===== config.mk =====
export PLATFORM = sky130hd
export DESIGN_NAME = uart_tx_arbiter
export DESIGN_NICKNAME = d
export VERILOG_FILES = /design/src/rtl/uart_tx_arbiter.sv
export SDC_FILE = /design/constraint.sdc
export NUM_CORES = 1
export LEC_CHECK = 0
export CAP_MARGIN = 20
export CORE_AREA = 5 5 93 52
export DETAILED_ROUTE_END_ITERATION = 7
export DIE_AREA = 0 0 98 57
export HOLD_SLACK_MARGIN = 0.05
export PLACE_DENSITY = 0.82
export SETUP_SLACK_MARGIN = 0.05
export SLEW_MARGIN = 10
export SYNTH_ARGS = -nofsm -noshare
export SYNTH_HDL_FRONTEND = slang
export SYNTH_SLANG_ARGS = --single-unit

===== constraint.sdc =====
create_clock -name clk_i -period 3.8 [get_ports clk_i]
set_clock_uncertainty 0.05 [all_clocks]
set_input_delay 0.57 -clock clk_i [delete_from_list [all_inputs] [get_ports clk_i]]
set_output_delay 0.57 -clock clk_i [all_outputs]
set_load 0.05 [all_outputs]

===== src/rtl/uart_tx_arbiter.sv =====
// Round-robin arbiter sharing a single uart_tx transmitter between N byte
// requesters. Grants are held for bounded bursts, and each frame start is
// supervised so that a transmitter that never reports busy cannot stall the line.
`timescale 1ns/1ps
module uart_tx_arbiter #(
  parameter int N         = 4,
  parameter int MAX_BURST = 8,
  parameter int START_TO  = 4
) (
  input  logic           clk_i,
  input  logic           rst_ni,
  input  logic [N-1:0]   req_valid_i,
  input  logic [8*N-1:0] req_data_i,
  input  logic [N-1:0]   req_last_i,
  output logic [N-1:0]   req_ready_o,
  output logic [N-1:0]   grant_o,
  output logic [7:0]     tx_data_o,
  output logic           tx_valid_o,
  input  logic           busy_i,
  output logic           idle_o,
  output logic           timeout_o
);

  localparam int IDX_W = (N > 1) ? $clog2(N) : 1;

  typedef enum logic [2:0] {
    IDLE      = 3'd0,
    SEND      = 3'd1,
    START     = 3'd2,
    WAIT_DONE = 3'd3,
    RELEASE   = 3'd4
  } state_t;

  state_t           state, state_nx;
  logic [N-1:0]     grant_nx;
  logic [IDX_W-1:0] rr_ptr, rr_ptr_nx;
  logic [IDX_W-1:0] gnt_idx, gnt_idx_nx;
  logic [7:0]       tx_data_nx;
  logic             tx_valid_nx;
  logic             timeout_nx;
  logic             last_r, last_nx;
  logic [7:0]       burst_cnt, burst_cnt_nx;
  logic [3:0]       start_cnt, start_cnt_nx;

  logic             arb_found;
  logic [IDX_W-1:0] arb_idx;
  logic [7:0]       sel_data;

  // Round-robin search: first valid requester starting at rr_ptr, wrapping mod N.
  always_comb begin
    int               cand;
    logic [IDX_W-1:0] cand_idx;
    arb_found = 1'b0;
    arb_idx   = '0;
    cand      = 0;
    cand_idx  = '0;
    for (int i = 0; i < N; i++) begin
      cand     = (int'(rr_ptr) + i) % N;
      cand_idx = IDX_W'(cand);
      if (!arb_found && req_valid_i[cand_idx]) begin
        arb_found = 1'b1;
        arb_idx   = cand_idx;
      end
    end
  end

  // Byte lane of the granted requester.
  always_comb begin
    sel_data = req_data_i[{gnt_idx, 3'b000} +: 8];
  end

  // Next-state and output decode; registered outputs hold unless a state updates them.
  always_comb begin
    state_nx     = state;
    grant_nx     = grant_o;
    gnt_idx_nx   = gnt_idx;
    rr_ptr_nx    = rr_ptr;
    tx_data_nx   = tx_data_o;
    tx_valid_nx  = 1'b0;
    timeout_nx   = 1'b0;
    last_nx      = last_r;
    burst_cnt_nx = burst_cnt;
    start_cnt_nx = start_cnt;
    req_ready_o  = '0;
    idle_o       = 1'b0;
    case (state)
      IDLE: begin
        idle_o = 1'b1;
        if (arb_found) begin
          grant_nx          = '0;
          grant_nx[arb_idx] = 1'b1;
          gnt_idx_nx        = arb_idx;
          state_nx          = SEND;
        end
      end
      SEND: begin
        // The requester holds valid while waiting, so the handshake completes here.
        req_ready_o  = grant_o;
        tx_data_nx   = sel_data;
        last_nx      = req_last_i[gnt_idx];
        burst_cnt_nx = burst_cnt + 8'd1;
        tx_valid_nx  = 1'b1;
        start_cnt_nx = '0;
        state_nx     = START;
      end
      START: begin
        if (busy_i) begin
          state_nx = WAIT_DONE;
        end else if (start_cnt == 4'(START_TO - 1)) begin
          // Transmitter never acknowledged the strobe; give up on this byte.
          timeout_nx = 1'b1;
          state_nx   = RELEASE;
        end else begin
          start_cnt_nx = start_cnt + 4'd1;
        end
      end
      WAIT_DONE: begin
        if (!busy_i) begin
          if (!last_r && (burst_cnt < 8'(MAX_BURST)) && req_valid_i[gnt_idx]) begin
            state_nx = SEND;
          end else begin
            state_nx = RELEASE;
          end
        end
      end
      RELEASE: begin
        grant_nx     = '0;
        rr_ptr_nx    = (gnt_idx == IDX_W'(N - 1)) ? '0 : gnt_idx + IDX_W'(1);
        burst_cnt_nx = '0;
        state_nx     = IDLE;
      end
      default: begin
        state_nx = IDLE;
      end
    endcase
  end

  // State and registered outputs; reset clears everything immediately.
  always_ff @(posedge clk_i or negedge rst_ni) begin
    if (!rst_ni) begin
      state      <= IDLE;
      grant_o    <= '0;
      gnt_idx    <= '0;
      rr_ptr     <= '0;
      tx_data_o  <= '0;
      tx_valid_o <= 1'b0;
      timeout_o  <= 1'b0;
      last_r     <= 1'b0;
      burst_cnt  <= '0;
      start_cnt  <= '0;
    end else begin
      state      <= state_nx;
      grant_o    <= grant_nx;
      gnt_idx    <= gnt_idx_nx;
      rr_ptr     <= rr_ptr_nx;
      tx_data_o  <= tx_data_nx;
      tx_valid_o <= tx_valid_nx;
      timeout_o  <= timeout_nx;
      last_r     <= last_nx;
      burst_cnt  <= burst_cnt_nx;
      start_cnt  <= start_cnt_nx;
    end
  end

endmodule


======== Yosys cells after proc, flatten, opt, wreduce, memory -nomap -nowiden ========
Cells that the tools add are included.
storage, ports and cells
  bits in registers ....................... 34
  output and inout bits ................... 19
  word-level logic and storage cells ...... 95
cells by class
  $add $sub $neg .......................... 6
  $lt $le $gt $ge ......................... 8
  equal/unequal tests ..................... 11
  shifts and indexed selects .............. 1
  multiplexer cells ....................... 41
  reduce and logical (&&, ||, !) cells .... 18
operator list
  kind                                                 count
  indexed part select 32 x 6 -> 8 bit                  1
  < comparator 2 x 3 -> 1 bit (second input constant)  6
  2-to-1 mux 1 bit                                     16
  2-to-1 mux 4 bit                                     4
  one-hot mux 4 bit (2 select lines)                   2
  one-hot mux 8 bit (2 select lines)                   1
  2-to-1 mux 3 bit                                     5
  binary-select mux 1 bit (select 2 bit)               6
  one-hot mux 3 bit (4 select lines)                   1
  2-to-1 mux 2 bit                                     5
  adder 8 x 1 -> 8 bit (second input constant)         1
  < comparator 8 x 4 -> 1 bit (second input constant)  1
  != test 2 bit (second input constant)                4
  == test 3 x 2 -> 1 bit (second input constant)       2
  logical AND 1 bit                                    6
  AND reduction 3 bit                                  2
  nonzero test 2 bit                                   3
  adder 2 x 1 -> 2 bit (second input constant)         2
  adder 2 bit (second input constant)                  2
  adder 4 x 1 -> 4 bit (second input constant)         1
  == test 4 x 2 -> 1 bit (second input constant)       1
  zero test 1 bit                                      4
  AND reduction 2 bit                                  2
  == test 3 x 1 -> 1 bit (second input constant)       1
  6 further kinds                                      6

======== Logic depth before layout (Yosys ltp) ========
Gate-level depths: netlist of the first run.
  depth after elaboration ................. 18
  gate-level depth with buffers ........... 7
  mapped depth without buffers ............ 5

======== Least setup slack after synthesis of the first run ========
No wires, ideal clock.
  path kind ............................... register to register
  start ................................... register state[1]
  end ..................................... register grant_o[2]
  library setup time ...................... 68 ps
  arrival time ............................ 2,285 ps
  data required time ...................... 3,682 ps
  slack ................................... 1,396 ps
  stages on the path, launching flop included .. 6
  path buffers ............................ 1
  clock period less this slack ............ 2,404 ps
  cells stage by stage .................... dfrtp_1 nor3_1 nand2b_1 buf_2 nor3_1 a32o_1
on the way
  cells in the longest elaborated chain, start to end .. 3
ends and longest elaborated chain
  item                                                           line  RTL
  from (decl)                                                    34    state_t state, state_nx;
  from (signal assigned)                                         152   state <= state_nx;
  == test 3 bit or zero test 3 bit (tied branches)               86    case (state)
  nonzero test 2 bit (no line) or != test 2 bit (tied branches)  n/a
  AND reduction 2 bit (no line)                                  n/a
  to (signal assigned)                                           153   grant_o <= grant_nx;
  to (decl)                                                      16    output logic [N-1:0] grant_o,
Several ways; a longest one is shown, not always the timed one.
A chain may end at the register's enable or synchronous reset.

======== Worst setup path after layout of the first run ========
  start ................................... register state[1]
  end ..................................... output req_ready_o[1]
on the way
  cells in the longest elaborated chain, start to end .. 2
ends and longest elaborated chain
  item                    line  RTL
  == test 3 x 1 -> 1 bit  86
  2-to-1 mux 4 bit        86
  to (decl)               15    output logic [N-1:0] req_ready_o,
No other way between the ends.

==> results by group, run 1 <==
Status
  • Status: completed

Finish
  • Footprint of the multi-input gates: approximately 900 um2
  • Reg area: around 850 um2
  • Fin nets: 279
  • Fillers: approximately 330
  • Antenna Cells: 0
  • Share of layout cells above drive strength 1: 0.0855
  • Synth-to-layout area growth: 41.4%

Place
  • Port bufs: 61
  • Worst slack at placement: about 0.88 ns
  • Final HPWL DP: 3280 um
  • Placer Congestion: just over 0.8

Logic synthesis
  • Largest area contributor in the netlist: dfrtp_1
  • FFs w/ async S/R, synth: 1.00
  • Most used DFF post-synth: dfrtp_1
  • Adder-cell share of the synthesized area: 0.0207
  • Count leader, synth: nand2_1
  • Synth Area in Compound Gates: 0.0992
  • Post-synthesis mux area share: 0.152
  • Simple-gate share of the synthesized area: 0.218
  • Avg Cell Area, Syn: 10.6 um2
  • Post-synthesis sequential area ratio: 0.468
  • Synth Warn #: 0
  • Synth area leaders: dfrtp_1 47%, mux4_2 12%, nand2_1 7.6%, o21ai_0 2.8%, mux2i_1 2.2%
  • Flops & latches, synth: 34
  • Most instantiated cells after synthesis: 37 x nand2_1, 34 x dfrtp_1, 10 x mux4_2, 10 x nor2_1, 10 x o21ai_0
  • Post-Synthesis Cells: roughly 170
  • Share of the synthesized area in the top cell type: 0.468
  • Netlist cell types: 40
  • Post-Synth XOR/XNOR Area: 0.00482
  • Largest family of logic cells by synthesized area: simple AND/OR/NAND/NOR gates
  • Syn nets: 217
  • EDFF count, synth: 0
  • Mapped cell area: ~1800 um2

Timing
  • FMAX: about 0.3 GHz
  • Setup ws final: roughly 0.57 ns
  • Final worst-path cycle share: 0.851
  • RSZ-0062 raised after global routing: no
  • Slew margin rel.: 0.464
  • Min Hold Slack: roughly 0.43 ns
  • Final Max Tran Viols: 0
  • Min Tclk post-route: 3.23 ns
  • Setup TNS: 0 ns
  • Fin. Hold Viols: 0
  • Slew at the pin with the worst max-slew slack: 0.793 ns
  • Final-report setup violation count: 0

Worst setup path
  • Worst path cell trace: or3b_1 > inv_1 > and2_1 > clkdlybuf4s50_1
  • Worst r2r src: state[1]
  • Crit end category: output pin
  • CP max stage delay: 0.81 ns
  • CP max FO: 17
  • Critical R2R Capture: burst_cnt[4]
  • Worst Path Arrival: around 2.6 ns
  • Crit start category: flip-flop
  • R2R cell count: 6
  • Slowest CP cell: clkdlybuf4s50_1
  • Critical Path RT: approximately 3.2 ns
  • Critical path buffers and inverters: 2
  • R2R Setup Slk: ~1.6 ns
  • Delay-heaviest family, CP: buffers and inverters
  • Crit Path Class: reg -> out

Clocking
  • Clock transition at path regs: 0.07 ns
  • Clock Tree Root: clkbuf_8
  • Clock Path Buffers: 2
  • Clk_lat worst skew: between 0.2 and 0.3 ns
  • CTS resizes: 0
  • Post-CTS Setup Bufs: 0
  • CTS Buf Count: 5
  • CTS tree: done
  • Cts hold-fix bufs: 0
  • Clock Sinks: 34
  • H-tree Lvls: 2

Pwr
  • Total power: around 1.9 mW
  • Worst VDD drop: between 0.4 and 0.5 mV
  • Leakage: between 1 and 1.5 nW
  • Power Density: between 700 and 800 nW/um2

GRT
  • First-pass GRT wire length: ~7400 um
  • Initial antenna violation count: 0
  • GRT overflow: 0
  • Largest net degree at the start of global routing: 35
  • Vias in the first global route: between 1500 and 2000
  • Total GRT Usage: 0.170

Routing
  • 1st-iter DRT viols: 84
  • Vias/cell: roughly 5.3
  • WL per Instance: 15.2 um
  • Final WL: 4430 um
  • Residual DRC: 0
  • Vias: 1533
  • Antenna-violating nets left: 0
  • Drt pass-1 iters: 4

Min path
  • WHS Path Cells: 1
  • HP Class: reg -> reg
  • Hold Path End: burst_cnt[7]
  • HP Start: burst_cnt[7]

Floorplan
  • Ports: 62
  • Die Span Y: 57 um
  • Die area: 5590 um2
  • Initial Util: 0.447
  • Die X-Extent: around 100 um
  • Area of the core: a little over 4000 um2
  • Num rows: 17

Job
  • # Max-Cap Violations: 0
[state kept, by name (all words and copies together), names as in the netlist]
register and cells:
last_r 1, timeout_o 1, start_cnt 4, state 3, tx_valid_o 1, rr_ptr 2
tx_data_o 8, gnt_idx 2, burst_cnt 8, grant_o 4
[per-layer routing]
metal  global-route usage  part of all wire  vias up
met5                    0                 0        -
met4               0.0513            0.0047        0
met3               0.0781             0.088        3
met2                0.235              0.43       49
met1                0.239              0.48      738
li1                     -                 -      743
[how the worst max path moves through the flow]
stage	start	to	cells after the start
floorplan	state[1]	grant_o[2]	5
global placement	state[1]	req_ready_o[3]	4
detailed placement	state[1]	req_ready_o[1]	4
CTS	state[1]	req_ready_o[1]	4
global route	state[1]	req_ready_o[1]	4
finish	state[1]	req_ready_o[1]	4
[report_power, final]
part | internal, mW | leakage, nW | switching [mW]
Combinational | 0.388 | 0.635 | 0.546
Sequential | 0.494 | 0.440 | 0.159
Clock | 0.196 | 0.0524 | 0.134
Total | 1.08 | 1.13 | 0.839
[cells by family after synthesis]
group | count (synthesis)
buf+inv | 12
compound gates | 26
flops | 34
simple gates | 80
mux | 15
xor+xnor | 1
fa+ha+maj | 3
[through the flow]
stage / area (um2) / util / std cells
global route: 2570 / 0.632 / 291
finish: 2570 / 0.632 / 291
detailed placement: 2460 / 0.606 / 283
global placement: 2460 / 0.606 / 283
CTS: 2570 / 0.632 / 291
floorplan: 1820 / - / 171
[cells in the final DEF, fill, tap and decap left out, types with 3 or more instances in the layout]
cell / netlist / routed
and2_1: 6 / 6
clkbuf_8: 0 / 5
clkdlybuf4s50_1: 0 / 61
dfrtp_1: 34 / 34
ha_1: 3 / 3
inv_1: 4 / 4
mux2i_1: 4 / 4
mux4_2: 10 / 10
nand2_1: 37 / 37
nand3_1: 7 / 7
nor2_1: 10 / 10
nor3_1: 3 / 3
o21ai_0: 10 / 10
[final cells by class]
class | count | area share
Inverter | 4 | 0.00585
Multi-Input combinational cell | 125 | 0.350
Clock inverter | 1 | 0.0117
Clock buffer | 7 | 0.0297
Tap cell | 57 | 0.0278
Timing Repair Buffer | 63 | 0.244
Sequential cell | 34 | 0.331
[worst register-to-register path: stages, from the launching register on]
cell and delay, ns:
dfrtp_1 0.45, or3b_1 0.68, inv_1 0.23, buf_4 0.26, a21oi_1 0.14, o21ai_0 0.19, o21ai_0 0.10
Power figures use the tool's default switching activity.
==> run 2: changes to the inputs <==
- CAP_MARGIN: 20 -> unset
==> results of run 2 <==
No change in the layout: final DEF, timing and power equal those of run 1.
==> run 3: changes to the inputs <==
- SETUP_SLACK_MARGIN: 0.05 -> unset
==> results of run 3 <==
No change in the layout: final DEF, timing and power equal those of run 1.
